File: config.mk
export PLATFORM = sky130hd
export DESIGN_NAME = uart_block_assembler
export DESIGN_NICKNAME = d
export VERILOG_FILES = /design/src/rtl/uart_block_assembler.sv
export SDC_FILE = /design/constraint.sdc
export NUM_CORES = 2
export LEC_CHECK = 0
export CAP_MARGIN = 20
export CORE_ASPECT_RATIO = 1.75
export CORE_MARGIN = 1.5
export CORE_UTILIZATION = 50
export CTS_BUF_LIST = sky130_fd_sc_hd__clkbuf_2
export DETAILED_ROUTE_END_ITERATION = 8
export GPL_ROUTABILITY_DRIVEN = 0
export PLACE_DENSITY = 0.74
export SLEW_MARGIN = 10
export SYNTH_ARGS = -nofsm -noshare
export SYNTH_HDL_FRONTEND = slang
export SYNTH_SLANG_ARGS = --single-unit
File: constraint.sdc
create_clock -name clk_i -period 102.4 [get_ports clk_i]
set_input_delay 15.36 -clock clk_i [delete_from_list [all_inputs] [get_ports clk_i]]
set_output_delay 15.36 -clock clk_i [all_outputs]
set_load 0.01 [all_outputs]
File: src/rtl/uart_block_assembler.sv
// Collects UART bytes into 512-bit big-endian blocks behind a one-deep output register.
// Optional idle timeout enabled by defining UART_BLOCK_TIMEOUT_EN.
module uart_block_assembler #(
    parameter int unsigned TIMEOUT_CYCLES = 1000000
) (
    input  logic         clk_i,
    input  logic         reset_i,
    input  logic         rx_done_i,
    input  logic [7:0]   rx_data_i,
    input  logic         block_ready_i,
    output logic         block_valid_o,
    output logic [511:0] block_data_o,
    output logic [6:0]   byte_count_o,
    output logic         overflow_o,
    output logic         timeout_flag_o
);

    typedef enum logic {FILL = 1'b0, FULL = 1'b1} state_t;

    state_t         state_q;
    logic [511:0]   buf_q;
    logic [511:0]   out_q;
    logic [6:0]     count_q;
    logic           valid_q;
    logic           ovf_q;
    logic [511:0]   filled_d;
    logic [5:0]     slot_s;
    logic           drain_s;
    logic           free_s;
    logic           expire_s;

    // Buffer image with the incoming byte merged into the next free slot
    always_comb begin
        slot_s   = 6'd63 - count_q[5:0];
        filled_d = buf_q;
        filled_d[{slot_s, 3'b000} +: 8] = rx_data_i;
        drain_s  = valid_q & block_ready_i;
        free_s   = ~valid_q | block_ready_i;
    end

`ifdef UART_BLOCK_TIMEOUT_EN
    localparam logic [23:0] TERM_C = 24'(TIMEOUT_CYCLES - 32'd1);

    logic [23:0] idle_q;
    logic        tflag_q;

    always_comb begin
        expire_s = (state_q == FILL) && !rx_done_i && (count_q != 7'd0) && (idle_q == TERM_C);
    end

    // Idle counter runs only while a partial block is held; any accepted byte restarts it
    always_ff @(posedge clk_i or posedge reset_i) begin
        if (reset_i) begin
            idle_q  <= 24'd0;
            tflag_q <= 1'b0;
        end else begin
            tflag_q <= expire_s;
            if ((state_q == FILL) && rx_done_i) begin
                idle_q <= 24'd0;
            end else if ((state_q == FILL) && (count_q != 7'd0) && !expire_s) begin
                idle_q <= idle_q + 24'd1;
            end else begin
                idle_q <= 24'd0;
            end
        end
    end

    assign timeout_flag_o = tflag_q;
`else
    always_comb begin
        expire_s = 1'b0;
    end

    assign timeout_flag_o = 1'b0;
`endif

    // Assembly FSM together with the output register and sticky overflow
    always_ff @(posedge clk_i or posedge reset_i) begin
        if (reset_i) begin
            state_q <= FILL;
            buf_q   <= 512'd0;
            out_q   <= 512'd0;
            count_q <= 7'd0;
            valid_q <= 1'b0;
            ovf_q   <= 1'b0;
        end else begin
            case (state_q)
                FILL: begin
                    if (rx_done_i) begin
                        buf_q <= filled_d;
                        if (count_q == 7'd63) begin
                            if (free_s) begin
                                out_q   <= filled_d;
                                valid_q <= 1'b1;
                                count_q <= 7'd0;
                            end else begin
                                state_q <= FULL;
                                count_q <= 7'd64;
                            end
                        end else begin
                            count_q <= count_q + 7'd1;
                            if (drain_s) begin
                                valid_q <= 1'b0;
                            end
                        end
                    end else begin
                        if (drain_s) begin
                            valid_q <= 1'b0;
                        end
                        if (expire_s) begin
                            count_q <= 7'd0;
                        end
                    end
                end
                FULL: begin
                    // Bytes are never accepted here, not even on the transfer edge
                    if (rx_done_i) begin
                        ovf_q <= 1'b1;
                    end
                    if (drain_s) begin
                        out_q   <= buf_q;
                        state_q <= FILL;
                        count_q <= 7'd0;
                    end
                end
                default: begin
                    state_q <= FILL;
                end
            endcase
        end
    end

    assign block_valid_o = valid_q;
    assign block_data_o  = out_q;
    assign byte_count_o  = count_q;
    assign overflow_o    = ovf_q;

endmodule
# Word level (Yosys, flattened, before mapping)
# Index checks and enable logic that the tools add are counted.
dict set report classes {
  n_addsub 3
  eq_ne 6
  n_shift 2
  n_mux 20
  bitwise 4
  reduce_logical 5
}
# op n
set op_table {}
lappend op_table {{two-way mux 512 bit} 4}
lappend op_table {{one-hot mux 512 bit (2 select lines)} 1}
lappend op_table {{bitwise mux 512 bit} 1}
lappend op_table {{variable shift 8 x 11 -> 512 bit, first input constant} 1}
lappend op_table {{variable part select 8 x 11 -> 512 bit} 1}
lappend op_table {{two-way mux 7 bit} 4}
lappend op_table {{one-hot mux 7 bit (2 select lines)} 1}
lappend op_table {{negation 9 -> 11 bit} 1}
lappend op_table {{two-way mux 1 bit} 8}
lappend op_table {{AND reduction 2 bit} 4}
lappend op_table {{adder 7 x 1 -> 7 bit, second input constant} 1}
lappend op_table {{== test 7 x 6 -> 1 bit, second input constant} 1}
lappend op_table {{inequality test 2 bit, second input constant} 3}
lappend op_table {{subtractor 6 bit, first input constant} 1}
lappend op_table {{AND reduction 4 bit} 1}
lappend op_table {{inequality test 3 bit, second input constant} 1}
lappend op_table {{inequality test 2 x 1 -> 1 bit, second input constant} 1}
lappend op_table {{NOT 1 bit} 2}
lappend op_table {{one-hot mux 1 bit (2 select lines)} 1}
lappend op_table {{bitwise AND 1 bit} 1}
lappend op_table {{bitwise OR 1 bit} 1}
dict set report word_totals {
  register_bits 1034
  inputBits 12
  output_inout_bits 522
  wordCells 46
}

# Depth between registers and ports, before layout
dict set report depth {
  depth_word 8
  ltp_mapped 10
  depth_no_buf 7
}

# Worst setup path before layout
# OpenSTA, ideal clock, no wires.
dict set report synth_path {
  kind {input to register}
  from {in rx_done_i}
  to {reg buf_q[448]}
  setup_time_ns 0.125
  arrival_time_ns 16.983
  required_time_ns 102.275
  slack_ns 85.292
  cell_stages 5
  n_path_buf 1
  path_cell_list {clkbuf_1 > nor2b_1 > nand3_1 > nor3_2 > mux2_2}
}
dict set report synth_between {
  elab_chain_cells 1
}
# element line
set synth_rtl {}
lappend synth_rtl {{start: declaration} 8} ;# input logic rx_done_i,
lappend synth_rtl {{AND reduction 2 bit (no source line)} n/a}
lappend synth_rtl {{end signal: assignment} 90} ;# buf_q <= filled_d;
lappend synth_rtl {{end: declaration} 21} ;# logic [511:0] buf_q;
# No other way between the ends.
# A chain may end at the register's enable or synchronous reset.

# Final worst setup path
dict set report layout_path {
  from {reg count_q[3], in the netlist byte_count_o[3]}
  to {out byte_count_o[3]}
}
# element line
set layout_rtl {}
lappend layout_rtl {{start: declaration} 23} ;# logic [6:0] count_q;
lappend layout_rtl {{start signal: assignment} 101} ;# count_q <= count_q + 7'd1;
lappend layout_rtl {{end: declaration} 13} ;# output logic [6:0] byte_count_o,
# No word-level cell between the ends.

==> results.yml <==
synth:
  synth_warnings: 0
  async_reset_ff_frac: 1.00
  netlist_area_mm2: 0.0400
  synth_fp_nets: 2513
  syn_area_per_cell_um2: 16.0
  synth_ff_type: "dfrtp_1"
  seq_area_frac_synth: 0.647
  ys_ff_latch: 1034
  synthCells: 2498
  ys_types: 61
  synth_edf_count: 0
place:
  numPortBuffers: 532
  hpwl_mm: 71.7
  dpl_worst_slack_ns: 83.07
pwr:
  fin_total_pwr_uw: 773
  leakagePower_uw: 0.0243
  p_per_area_mw_per_mm2: 16.0
  ir_worst_vdd_mv: 0.0123
critical_path:
  end_kind: "primary output"
  critPathSlowestCell: "dfrtp_1"
  cp_slowest_stage_delay_ns: 0.95
  arrival_ns: 3.27
  worstSetupPathType: "flip-flop to primary output"
  critPathTopFamily: "flip-flops"
  critPathMaxFanout: 25
  startpoint_type: "flip-flop"
  path_cells: "clkdlybuf4s50_1"
  crit_buf_inv: 1
  crit_required_ns: 87.04
timing:
  max-slew-margin-rel: 0.0473
  setup_ws_ns: 83.77
  clock-skew-final_ns: 0.0760
  fmax_mhz: 53.7
  tns_ns: 0
  rsz0062_at_grt: "no"
  tightest_slew_ns: 1.43
  min_period_ns: 18.63
  period_share: 0.182
  hold_viol: 0
  setup_viol: 0
  holdWs_ns: 0.446
  drv_slew: 0
grt:
  grt_pass1_vias: 25576
  grt_antenna_before_repair: 9
  grt-ovfl-total: 0
  grt_pass1_wl_mm: 159
  grt_usage: 0.262
  grt_max_degree: 200
layout:
  syn2layout_area_growth_pct: 20.5
  drive_gt1_frac: 0.431
  nets: 3159
  nFillCells: 6259
  final_cell_mix: "1034 x dfrtp_1, 980 x mux2_2, 524 x clkdlybuf4s50_1"
  final_common_cell: "dfrtp_1"
job:
  maxCapViolations: 0
cts:
  tritoncts: "done"
  cts.sinks: 1034
  cts.path.max_buffers: 3
  clkLatencyLatePin_ns: 1.60
  cts_resized: 0
  cts_max_level: 4
  clk_root_buffer_cell: "clkbuf_2"
  cts_buffers: 218
  post_cts_buffers: 0
  postCtsHoldBufs: 0
  clkTransAtPathRegs_ns: 0.11
route:
  ant_nets: 0
  drtIter0Drc: 1105
  top_layer: "met5"
  via_count: 23531
  avgRoutedWirePerCell_um: 24.2
  drt-total-wl_mm: 105
  dr.pass1.iters: 5
  viasPerCell: 5.40
  route.detailed.drc: 0
  dr_wl_met3_mm: 6.86
  dr_wl_met2_mm: 53.9
  wl_met1_mm: 41.1
die:
  ioPinCount: 534
  rows: 137
  die_h_um: 377
  initial_utilization: 0.503
  die_width_um: 217
  core-area_mm2: 0.0795
  fp.dieArea_mm2: 0.0818
outcome:
  status: "finished, final reports clean"
hold_path:
  hold_class: "flip-flop to flip-flop"
registers in the layout (all words and copies together), names as in the netlist:
name           count
block_data_o     512
buf_q            512
byte_count_o       7
block_valid_o      1
overflow_o         1
state_q            1
cells by family after synthesis:
| group | after synthesis | share of synthesized area |
|---|---|---|
| and+or+nand+nor | 219 | 0.0388 |
| muxes | 1006 | 0.282 |
| other | 1 | 0.0000937 |
| buffers and inverters | 162 | 0.0186 |
| adders and majority gates | 3 | 0.000938 |
| AOI/OAI and AO/OA | 66 | 0.0109 |
| xor gates and xnor gates | 7 | 0.00153 |
| DFF | 1034 | 0.647 |
metal layers:
metal	vias up	track usage
met5	-	0
met1	12380	0.306
li1	10230	-
met2	727	0.447
met4	2	0.103
met3	192	0.0830
per-stage QoR:
stage	std cells	utilization	area [um2]
finish	4357	0.606	48200
global route	4353	0.606	48200
CTS	4343	0.605	48100
detailed placement	3962	0.581	46200
global placement	3962	0.581	46200
floorplan	2498	-	40000
power by group:
group / total (uW) / leakage [uW] / internal, uW / switching (uW)
combinational: 79.3 / 0.00860 / 31.3 / 48.0
sequential: 453 / 0.0142 / 436 / 17.0
clock: 241 / 0.00147 / 86.2 / 154
layout make-up:
cell class | count | area (um2) | share of cell area
antenna | 10 | 25.0 | 0.000519
clock buffer | 332 | 1660 | 0.0345
clock inverter | 49 | 228 | 0.00472
inverter | 25 | 101 | 0.00210
multi-input combinational | 1302 | 13400 | 0.278
sequential | 1034 | 25900 | 0.537
tap | 1042 | 1300 | 0.0270
timing repair buffer | 563 | 5610 | 0.116
worst paths after layout:
path / slack, ns / cells past startpoint / end / startpoint
max: 83.77 / 1 / byte_count_o[3] / byte_count_o[3]
min: 0.45 / 1 / block_data_o[89] / buf_q[89]
max reg2reg: 97.93 / 8 / block_data_o[420] / byte_count_o[0]
min reg2reg: 0.45 / 1 / block_data_o[89] / buf_q[89]
max in group asynchronous: 84.66 / 5 / block_data_o[449] / reset_i
min in group asynchronous: 14.33 / 2 / block_data_o[42] / reset_i
Yosys cell counts (all sizes together), types with 9 or more instances:
master	number	area, um2
dfrtp	1034	25900
mux2	982	11100
buf	90	474
clkbuf	47	176
nand2	44	168
o21ai	38	194
and2	32	200
inv	25	93.8
nor2b	25	156
mux2i	24	240
nor3	23	245
nand3	20	178
nor2	19	101
and3	12	75.1
or3	10	67.6
nand2b	9	56.3
Note: power is estimated with default switching activity, not from simulation.
